[config.mk]
export PLATFORM = sky130hd
export DESIGN_NAME = uart_tx_fifo_flat
export DESIGN_NICKNAME = d
export VERILOG_FILES = /design/src/rtl/uart_pkg.sv /design/src/rtl/uart_tx_fifo_if.sv /design/src/rtl/sync_fifo.sv /design/src/rtl/uart_tx_fifo.sv /design/src/flat_wrapper.sv
export SDC_FILE = /design/constraint.sdc
export NUM_CORES = 1
export LEC_CHECK = 0
export CAP_MARGIN = 10
export CORE_AREA = 10 10 205 207
export DETAILED_ROUTE_END_ITERATION = 10
export DIE_AREA = 0 0 215 217
export PLACE_DENSITY = 0.56
export SYNTH_ARGS = -nofsm -noshare
export SYNTH_HDL_FRONTEND = slang
export SYNTH_SLANG_ARGS = --single-unit
[constraint.sdc]
create_clock -name clk -period 10.48 [get_ports clk]
set_clock_uncertainty 0.15 [all_clocks]
set_input_delay 3.144 -clock clk [delete_from_list [all_inputs] [get_ports clk]]
set_output_delay 3.144 -clock clk [all_outputs]
set_load 0.01 [all_outputs]
[src/rtl/uart_pkg.sv]
// Shared constants, state encoding and divider clamp for the buffered UART transmitter.
package uart_pkg;
   localparam int FRAME_BITS = 10;
   localparam int MIN_DIV    = 2;

   typedef enum logic {IDLE, SHIFT} tx_state_e;

   function automatic logic [31:0] eff_div(input logic [31:0] raw);
      return (raw < 32'(MIN_DIV)) ? 32'(MIN_DIV) : raw;
   endfunction
endpackage

[src/rtl/uart_tx_fifo_if.sv]
// CPU-side bus of the UART transmitter: divider register access and byte push handshake.
interface uart_tx_fifo_if;
   logic [3:0]  cfg_div_we;
   logic [31:0] cfg_div_di;
   logic [31:0] cfg_div_do;
   logic        dat_we;
   logic [7:0]  dat_di;
   logic        dat_wait;

   modport master (output cfg_div_we, cfg_div_di, dat_we, dat_di,
                   input  cfg_div_do, dat_wait);
   modport slave  (input  cfg_div_we, cfg_div_di, dat_we, dat_di,
                   output cfg_div_do, dat_wait);
endinterface

[src/rtl/sync_fifo.sv]
// Single-clock FIFO with one extra pointer bit so full and empty are told apart without a counter.
module sync_fifo #(
   parameter int DEPTH = 16,
   parameter int WIDTH = 8
) (
   input  logic                     clk,
   input  logic                     reset,
   input  logic                     push,
   input  logic [WIDTH-1:0]         din,
   input  logic                     pop,
   output logic [WIDTH-1:0]         dout,
   output logic                     full,
   output logic                     empty,
   output logic [$clog2(DEPTH):0]   level
);
   localparam int AW = $clog2(DEPTH);

   logic [WIDTH-1:0] mem_q [DEPTH];
   logic [AW:0]      wr_ptr_q, wr_ptr_d;
   logic [AW:0]      rd_ptr_q, rd_ptr_d;
   logic             full_q, full_d;
   logic             empty_q, empty_d;
   logic             do_push, do_pop;

   always_comb begin
      do_push  = push && !full_q;
      do_pop   = pop && !empty_q;
      wr_ptr_d = wr_ptr_q + (AW+1)'(do_push);
      rd_ptr_d = rd_ptr_q + (AW+1)'(do_pop);
      empty_d  = (wr_ptr_d == rd_ptr_d);
      full_d   = (wr_ptr_d[AW] != rd_ptr_d[AW]) && (wr_ptr_d[AW-1:0] == rd_ptr_d[AW-1:0]);
   end

   always_ff @(posedge clk) begin
      if (reset) begin
         wr_ptr_q <= '0;
         rd_ptr_q <= '0;
         full_q   <= 1'b0;
         empty_q  <= 1'b1;
      end else begin
         wr_ptr_q <= wr_ptr_d;
         rd_ptr_q <= rd_ptr_d;
         full_q   <= full_d;
         empty_q  <= empty_d;
      end
   end

   always_ff @(posedge clk) begin
      if (do_push) mem_q[wr_ptr_q[AW-1:0]] <= din;
   end

   assign dout  = mem_q[rd_ptr_q[AW-1:0]];
   assign full  = full_q;
   assign empty = empty_q;
   assign level = wr_ptr_q - rd_ptr_q;
endmodule

[src/rtl/uart_tx_fifo.sv]
// Buffered 8N1 transmitter: divider register, per-bit cycle timer and the frame shifter FSM.
//   state | meaning
//   IDLE  | line high, waiting for a queued byte
//   SHIFT | frame in flight, ser_tx follows shift_q[0] one clock later
module uart_tx_fifo
   import uart_pkg::*;
#(
   parameter int DEPTH       = 16,
   parameter int DEFAULT_DIV = 106
) (
   input  logic                   clk,
   input  logic                   reset,
   uart_tx_fifo_if.slave          bus,
   output logic                   ser_tx,
   output logic                   tx_busy,
   output logic [$clog2(DEPTH):0] fifo_level
);
   tx_state_e   state_q, state_d;
   logic [31:0] div_q, div_d;
   logic [31:0] div_act_q, div_act_d;
   logic [31:0] cyc_q, cyc_d;
   logic [3:0]  bit_cnt_q, bit_cnt_d;
   logic [9:0]  shift_q, shift_d;
   logic        ser_tx_q, ser_tx_d;
   logic        load;
   logic        fifo_empty, fifo_full;
   logic [7:0]  fifo_dout;

   sync_fifo #(.DEPTH(DEPTH), .WIDTH(8)) u_fifo (
      .clk   (clk),
      .reset (reset),
      .push  (bus.dat_we),
      .din   (bus.dat_di),
      .pop   (load),
      .dout  (fifo_dout),
      .full  (fifo_full),
      .empty (fifo_empty),
      .level (fifo_level)
   );

   always_comb begin
      div_d = div_q;
      for (int i = 0; i < 4; i++) begin
         if (bus.cfg_div_we[i]) div_d[8*i +: 8] = bus.cfg_div_di[8*i +: 8];
      end
   end

   always_comb begin
      state_d   = state_q;
      div_act_d = div_act_q;
      cyc_d     = cyc_q;
      bit_cnt_d = bit_cnt_q;
      shift_d   = shift_q;
      load      = 1'b0;
      ser_tx_d  = (state_q == SHIFT) ? shift_q[0] : 1'b1;
      case (state_q)
         IDLE: begin
            if (!fifo_empty) load = 1'b1;
         end
         SHIFT: begin
            if (cyc_q == div_act_q - 32'd1) begin
               cyc_d     = '0;
               shift_d   = {1'b1, shift_q[9:1]};
               bit_cnt_d = bit_cnt_q + 4'd1;
               if (bit_cnt_q == 4'(FRAME_BITS - 1)) begin
                  // chain the next frame straight after the stop bit
                  if (!fifo_empty) load = 1'b1;
                  else             state_d = IDLE;
               end
            end else begin
               cyc_d = cyc_q + 32'd1;
            end
         end
         default: state_d = IDLE;
      endcase
      if (load) begin
         shift_d   = {1'b1, fifo_dout, 1'b0};
         div_act_d = eff_div(div_q);
         bit_cnt_d = '0;
         cyc_d     = '0;
         state_d   = SHIFT;
      end
   end

   always_ff @(posedge clk) begin
      if (reset) begin
         state_q   <= IDLE;
         div_q     <= 32'(DEFAULT_DIV);
         div_act_q <= eff_div(32'(DEFAULT_DIV));
         cyc_q     <= '0;
         bit_cnt_q <= '0;
         shift_q   <= '1;
         ser_tx_q  <= 1'b1;
      end else begin
         state_q   <= state_d;
         div_q     <= div_d;
         div_act_q <= div_act_d;
         cyc_q     <= cyc_d;
         bit_cnt_q <= bit_cnt_d;
         shift_q   <= shift_d;
         ser_tx_q  <= ser_tx_d;
      end
   end

   assign ser_tx         = ser_tx_q;
   assign tx_busy        = (state_q != IDLE) || !fifo_empty;
   assign bus.dat_wait   = bus.dat_we && fifo_full;
   assign bus.cfg_div_do = div_q;
endmodule
[src/flat_wrapper.sv]
// flat-port wrapper written by rule: the top's interface ports become plain ports
module uart_tx_fifo_flat import uart_pkg::*;
#(
   parameter int DEPTH       = 16,
   parameter int DEFAULT_DIV = 106
)
  (clk, reset, ser_tx, tx_busy, fifo_level, bus_cfg_div_we, bus_cfg_div_di, bus_dat_we, bus_dat_di, bus_cfg_div_do, bus_dat_wait);
  uart_tx_fifo_if bus_i ();
  input  logic clk;
  input  logic reset;
  output logic ser_tx;
  output logic tx_busy;
  output logic [$clog2(DEPTH):0] fifo_level;
  input wire logic [$bits(bus_i.cfg_div_we)-1:0] bus_cfg_div_we;
  input wire logic [$bits(bus_i.cfg_div_di)-1:0] bus_cfg_div_di;
  input wire logic [$bits(bus_i.dat_we)-1:0] bus_dat_we;
  input wire logic [$bits(bus_i.dat_di)-1:0] bus_dat_di;
  output wire logic [$bits(bus_i.cfg_div_do)-1:0] bus_cfg_div_do;
  output wire logic [$bits(bus_i.dat_wait)-1:0] bus_dat_wait;
  assign bus_i.cfg_div_we = bus_cfg_div_we;
  assign bus_i.cfg_div_di = bus_cfg_div_di;
  assign bus_i.dat_we = bus_dat_we;
  assign bus_i.dat_di = bus_dat_di;
  assign bus_cfg_div_do = bus_i.cfg_div_do;
  assign bus_dat_wait = bus_i.dat_wait;
  uart_tx_fifo #(.DEPTH(DEPTH), .DEFAULT_DIV(DEFAULT_DIV)) u_core (.clk(clk), .reset(reset), .bus(bus_i), .ser_tx(ser_tx), .tx_busy(tx_busy), .fifo_level(fifo_level));
endmodule
Word level (Yosys, flattened, before mapping)
Memories as Yosys holds them, arrays and structs flattened. A register that Yosys moved wholly into a read port is not among the register bits.
Cells that the tools add are included.
{"block": "totals", "regBits": 123, "mem_bits_rw": 128, "inputBits": 47, "word_cells": 57, "memories": 1}
{"block": "classes", "addsub": 6, "n_lt_le_gt_ge": 1, "n_eq_ne": 5, "n_mux": 16, "n_bitwise": 1, "reduce_logical": 13}
{"name": "u_core.u_fifo.mem_q", "words": 16, "word_bits": 8, "rd": 1, "rd_clocked_by_memory_dff": 1, "write_ports": 1, "line_no": "sync_fifo.sv:18", "rtl": "logic [WIDTH-1:0] mem_q [DEPTH];"}
{"operator": "two-way mux 32 bit", "n": 2}
{"operator": "adder 32 x 1 -> 32 bit (second input constant)", "n": 1}
{"operator": "== test 32 bit", "n": 1}
{"operator": "less-than comparator 32 x 2 -> 1 bit (second input constant)", "n": 1}
{"operator": "subtractor 32 x 1 -> 32 bit (second input constant)", "n": 1}
{"operator": "two-way mux 9 bit", "n": 3}
{"operator": "adder 5 x 1 -> 5 bit", "n": 2}
{"operator": "two-way mux 1 bit", "n": 9}
{"operator": "== test 5 bit", "n": 1}
{"operator": "subtractor 5 bit", "n": 1}
{"operator": "adder 4 x 1 -> 4 bit (second input constant)", "n": 1}
{"operator": "== test 4 bit", "n": 1}
{"operator": "== test 4 bit (second input constant)", "n": 1}
{"operator": "logical AND 1 bit", "n": 4}
{"operator": "two-way mux 4 bit", "n": 1}
{"operator": "AND reduction 2 bit", "n": 2}
{"operator": "nonzero test 2 bit", "n": 2}
{"operator": "OR reduction 2 bit", "n": 2}
{"operator": "zero test 1 bit", "n": 2}
{"operator": "case mux 1 bit (2 select lines)", "n": 1}
{"operator": "logical OR 1 bit", "n": 1}
{"operator": "inequality test 1 bit", "n": 1}
{"operator": "NOT 1 bit", "n": 1}

Logic depth before layout (Yosys ltp)
Gate-level depths: netlist (run 1).
{"block": "logic_depth", "ltp_word": 8, "ltp_mapped": 20, "mapped_depth_nobuf": 17}

By module
A second synthesis (run 1) with hierarchy kept.
{"block": "unflattened", "cells_unflattened": 957, "hier_area_um2": 11448.5}
{"module": "uart_tx_fifo", "n_inst": 1, "cells_each": 666, "area_each_um2": 5805.6, "seq_area_each_um2": 2222.1}
{"module": "sync_fifo", "n_inst": 1, "cells_each": 291, "area_each_um2": 5642.9, "seq_area_each_um2": 4083.9}

Least setup slack after synthesis (run 1)
No wires, ideal clock.
{"block": "synth_path", "kind": "input -> output", "start": "in bus_dat_we", "end": "out bus_dat_wait", "arrival_ns": 3.290, "required_ns": 7.186, "path_slack_ns": 3.896, "cell_stages": 1, "path_cell_list": "and2_1"}
{"block": "synth_between", "elab_chain_cells": 1}
{"element": "start: declaration", "line_no": "flat_wrapper.sv:16", "rtl": "input wire logic [$bits(bus_i.dat_we)-1:0] bus_dat_we;"}
{"element": "logical AND 1 bit", "line_no": "uart_tx_fifo.sv:107", "rtl": "assign bus.dat_wait = bus.dat_we && fifo_full;"}
{"element": "end: declaration", "line_no": "flat_wrapper.sv:19", "rtl": "output wire logic [$bits(bus_i.dat_wait)-1:0] bus_dat_wait;"}
Every way passes these cells.

Worst setup path after layout (run 1)
Ends and elaborated chain as after synthesis.

==> results.yml, run 1 <==
power:
  irDropWorstVdd_mv: 0.153
  p_leak_nw: 4.71
  p_per_area_nw_per_um2: 196
drt:
  drtPass1Iterations: 5
  drc: 0
  drt-total-wl_um: 28100
  vias: 7291
  drtAntennaViolNets: 0
  drtIter0Drc: 421
  vias_per_cell: 4.77
  wl_per_cell_um: 18.4
finish:
  seq_area_um2: 6310
  drive_gt1_share_pct: 11.5
  num-fill-cells: 3715
  layout.cells.non_filler: 1530
  multi_input_area_um2: 4650
  final_nets: 1051
  area_growth_pct: 20.1
  n_antenna_cell: 0
  final_util_pct: 35.4
sta:
  slew_violations: 0
  hold_viol: 0
  worstMarginPinSlew_ns: 1.02
  fin_ws_ns: 2.94
  fin_crit_ns: 7.54
  rsz0062_at_grt: "false"
  setup_viol: 0
  fin_setup_tns_ns: 0
  max_freq_mhz: 133
  relSlewSlack_pct: 31.6
  min_period_over_period_pct: 72.0
setup_path:
  arrival_ns: 4.25
  max_stage_delay_ns: 0.53
  worstPathRequired_ns: 7.19
  critPathTopFamily: "buffers and inverters"
  cpMostUsedCell: "clkdlybuf4s50_1"
  cp-start-kind: "primary input"
  worstPathCellList: "clkdlybuf4s50_1 -> and2_1 -> clkdlybuf4s50_1"
  reg2reg_slack_ns: 5.38
  worstSetupPathType: "primary input to output port"
  path_max_fanout: 2
  crit_slowest_cell: "clkdlybuf4s50_1"
  path_buf_inv: 2
  end_kind: "output port"
synth:
  synthCells: 919
  ys_seq_area_share_pct: 56.1
  yosysTopAreaCell: "edfxtp_1"
  syn_area_um2: 11200
  async_flop_share_pct: 0
  synth_flop_cell: "edfxtp_1"
  synthTopCellsByArea: "edfxtp_1 (34%), dfxtp_1 (22%), mux4_2 (8.0%)"
  ys_types: 61
  syn_nets: 979
  ys_ff_latch: 251
  ys_warn_count: 0
  synth_most_common_cell: "edfxtp_1"
  yosys-top-cells-count: "edfxtp_1 (128), nor2_1 (125), dfxtp_1 (123)"
  synth-edff-count: 128
  synth_top_area_share_pct: 34.2
  avgSynthCellArea_um2: 12.2
floorplanning:
  die_x_um: 215
  initial_core_util_pct: 29.5
  io_pins: 87
  core_um2: 38100
  die_area_um2: 46700
  die-height_um: 217
  num_rows: 72
clock_network:
  cts-root-buf: "clkbuf_16"
  cts_tree: "built"
  cts-resized-gates: 0
  cts_setup_buffers: 0
  clkLatencyLatePin_ns: 0.56
  ctsHoldBuffers: 0
  htreeDepth: 1
  clkTransAtPathRegs_ns: 0.06
  clkSinkCount: 251
  clk_path_buf_depth: 3
  cts_inserted_buffers: 28
placement:
  place_hpwl_um: 19900
  gp_congestion: 0.847
  dp_cells: 1478
  pre_cts_slack_ns: 2.93
  port_buffers: 86
run:
  maxCapViolCount: 0
global_routing:
  antenna_found_initial: 0
  grt_overflow_total: 0
  first_global_vias: 7269
  grt_pass1_wl_um: 43600
  grt.total_usage_pct: 11.8
  grt_start_max_net_pins: 82
run_status:
  status: "completed"
hold_path:
  hold_class: "flip-flop to flip-flop"
[registers in the layout (all words and copies together), names as in the netlist]
name and count:
u_core.u_fifo.wr_ptr_q 5, u_core.u_fifo.mem_q 128, u_core.bit_cnt_q 4, u_core.u_fifo.empty 1, u_core.ser_tx 1, u_core.shift_q 9
u_core.u_fifo.full 1, u_core.div_act_q 32, u_core.u_fifo.rd_ptr_q 5, u_core.state_q 1, u_core.bus.cfg_div_do 32, u_core.cyc_q 32
[worst paths after layout]
| path | end | depth (start not counted) | startpoint |
|---|---|---|---|
| worst min register to register | u_core.ser_tx | 2 | u_core.shift_q[0] |
| worst max register to register | u_core.u_fifo.empty | 17 | u_core.div_act_q[0] |
| worst min-delay path | u_core.ser_tx | 2 | u_core.shift_q[0] |
| worst max-delay path | bus_dat_wait | 3 | bus_dat_we |
[routing by layer]
layer / part of all wire [%] / track usage [%] / wire length [um]
met1: 48 / 16.1 / 13400
met5: 0 / 0 / 0
met2: 46 / 19.0 / 13000
met4: 1.4 / 2.91 / 403
met3: 4.6 / 2.29 / 1310
[area by class of cell]
| type | instances | area share (%) |
|---|---|---|
| Inverter | 16 | 0.445 |
| Timing Repair Buffer | 95 | 6.84 |
| Clock buffer | 41 | 5.92 |
| Sequential cell | 251 | 46.7 |
| Clock inverter | 10 | 0.871 |
| Multi-Input combinational cell | 599 | 34.4 |
| Tap cell | 518 | 4.80 |
[cells in the final DEF (no fill, tap or decap), drive strengths merged, types with 3 or more instances in the layout]
cell / netlist / final
and4: 6 / 6
inv: 15 / 15
buf: 20 / 9
nand2b: 12 / 12
clkinv: 1 / 9
nand3: 33 / 33
nor2: 135 / 135
o21a: 3 / 3
o31ai: 4 / 4
edfxtp: 128 / 128
nand2: 28 / 28
a211oi: 3 / 3
nand3b: 10 / 10
nand4: 25 / 25
nor3: 29 / 29
ha: 12 / 12
clkbuf: 33 / 42
clkdlybuf4s50: 0 / 85
nor4: 23 / 23
nor2b: 7 / 7
or3: 4 / 4
xnor2: 46 / 46
mux4: 40 / 40
and3: 6 / 6
a21oi: 12 / 12
xor2: 48 / 48
nand4b: 3 / 3
or4: 4 / 4
o21ai: 8 / 8
mux2i: 62 / 62
dfxtp: 123 / 123
a31oi: 3 / 3
and2: 3 / 3
[stage by stage]
stage | hold slack (ns) | cell area (um2) | power (W)
3_5_place_dp | 0.295 | 12600 | 0.00171
4_1_cts | 0.309 | 13500 | 0.00269
3_3_place_gp | 0.307 | 12600 | 0.00171
2_1_floorplan | 0.270 | 11200 | 0.00153
5_1_grt | 0.356 | 13500 | 0.00278
6_report | 0.307 | 13500 | 0.00265
[tightest hold or removal path, cell delays in order, from the launching register on]
cell and delay (ns):
dfxtp_1 0.32, nor2_1 0.05, nand2_1 0.05
[logic make-up after synthesis]
| family | after synthesis | synth area share, % |
|---|---|---|
| AO/OA/AOI/OAI | 52 | 3.23 |
| XOR/XNOR | 94 | 7.33 |
| adder cells (fa/ha/maj) | 13 | 1.51 |
| flip-flops | 251 | 56.1 |
| AND/OR/NAND/NOR | 338 | 15.6 |
| buffers and inverters | 69 | 2.68 |
| multiplexers | 102 | 13.5 |
[where the power goes]
part           total, W  internal [W]  switching (W)  leakage [nW]
Combinational  0.000551      0.000269       0.000282          2.10
Sequential      0.00113       0.00108      0.0000546          2.16
Clock          0.000964      0.000577       0.000386         0.451
Power figures use the tool's default switching activity.
==> run 2: changes to the inputs <==
- PLACE_DENSITY: 0.56 -> 0.58
- clock period: 10.48 -> 6.6 ns (I/O delays scaled with it)
==> run 2 against run 1 <==
Against the previous run: cell count unchanged; sequential power grew 59%; die area unchanged; total power up 56%; final area fell by 0.19%; routed wire length is 0.52% higher; clock power is 54% higher.
==> results.yml, run 2 (synthesis gave the netlist of run 1 again) <==
drt:
  drtAntennaViolNets: 0
  drc: 0
  vias_per_cell: 4.77
  wl_per_cell_um: 18.5
  drt-total-wl_um: 28300
  vias: 7293
  drtIter0Drc: 452
  drtPass1Iterations: 5
finish:
  final_util_pct: 35.4
  final_cell_mix: "edfxtp_1 (128), nor2_1 (125), dfxtp_1 (122), clkdlybuf4s50_1 (85), mux2i_1 (62)"
  final_nets: 1052
  largest_reg_flops: 128
  final_common_cell: "edfxtp_1"
  n_antenna_cell: 0
  drive_gt1_share_pct: 11.6
  num-fill-cells: 3743
  area_growth_pct: 19.9
setup_path:
  worstPathRequired_ns: 4.47
  end_kind: "output port"
  arrival_ns: 3.12
  path_max_fanout: 2
  worstSetupPathType: "primary input to output port"
  cp-start-kind: "primary input"
sta:
  fin_ws_ns: 1.35
  min_period_over_period_pct: 79.5
  hold_viol: 0
  fin_crit_ns: 5.25
  relSlewSlack_pct: 33.8
  fin_setup_tns_ns: 0
  holdWs_ns: 0.314
  slew_violations: 0
  setup_viol: 0
  max_freq_mhz: 191
  worstMarginPinSlew_ns: 0.983
  rsz0062_at_grt: "false"
clock_network:
  cts-resized-gates: 0
  cts_tree: "built"
  clkSinkCount: 251
  cts_setup_buffers: 0
  clkLatencyLatePin_ns: 0.55
  ctsHoldBuffers: 0
  clk_path_buf_depth: 3
  cts_inserted_buffers: 28
  cts-root-buf: "clkbuf_16"
  clkTransAtPathRegs_ns: 0.06
  htreeDepth: 1
floorplanning:
  io_pins: 87
  die-height_um: 217
  die_x_um: 215
  die_area_um2: 46700
  initial_core_util_pct: 29.5
  core_um2: 38100
  num_rows: 72
run_status:
  status: "completed"
power:
  power.total_w: 0.00414
  p_leak_nw: 4.70
  p_per_area_nw_per_um2: 307
  irDropWorstVdd_mv: 0.215
global_routing:
  grt.total_usage_pct: 12.0
  first_global_vias: 7340
  grt_start_max_net_pins: 50
  grt_overflow_total: 0
  antenna_found_initial: 0
  grt_pass1_wl_um: 44700
placement:
  pre_cts_slack_ns: 1.36
  port_buffers: 86
  gp_congestion: 0.838
  place_hpwl_um: 20200
hold_path:
  hold_class: "flip-flop to flip-flop"
run:
  maxCapViolCount: 0
run 2: cell count changes in the layout (fill, tap and decap cells not counted), sizes merged:
cell / change
clkinv: -3
buf: +2
clkbuf: +2
bufinv: -2
clkinvlp: +1
run 2: final cells by class:
cell class                      count  area (um2)  area share, %
Inverter                           16        60.1          0.446
Timing Repair Buffer               96         931           6.91
Clock buffer                       44         841           6.24
Multi-Input combinational cell    599        4650           34.5
Tap cell                          518         648           4.81
Sequential cell                   251        6310           46.8
Clock inverter                      6        43.8          0.325
run 2: power breakdown:
part	leakage [nW]	switching (W)	internal, W	total (W)
sequential	2.16	0.0000878	0.00171	0.00180
clock	0.435	0.000607	0.000869	0.00148
combinational	2.11	0.000435	0.000427	0.000862
total	4.70	0.00113	0.00301	0.00414
run 2: through the flow:
step / instance area [um2] / cells
final: 13500 / 1530
after global routing: 13500 / 1530
after CTS: 13500 / 1530
after detailed placement: 12600 / 1480
after global placement: 12600 / 1480
after floorplan: 11200 / 919
run 2: critical path, stage by stage:
cell and delay, ns:
clkdlybuf4s50_1 0.48, and2_1 0.12, clkdlybuf4s50_1 0.53
run 2: path summary, 6_finish.rpt:
kind,to,from,cells after the start,slack (ns)
worst max register to register,u_core.cyc_q[13],u_core.div_act_q[0],12,1.90
worst min register to register,u_core.ser_tx,u_core.shift_q[0],2,0.31
worst max-delay path,bus_dat_wait,bus_dat_we,3,1.35
worst min-delay path,u_core.ser_tx,u_core.shift_q[0],2,0.31
run 2: metal layers:
layer | up-vias | track usage [%] | wire length, um
met3 | 29 | 2.04 | 1220
met1 | 3591 | 16.7 | 13500
met2 | 151 | 19.3 | 13100
met5 | - | 0 | 0
met4 | 0 | 2.46 | 453
li1 | 3522 | - | -
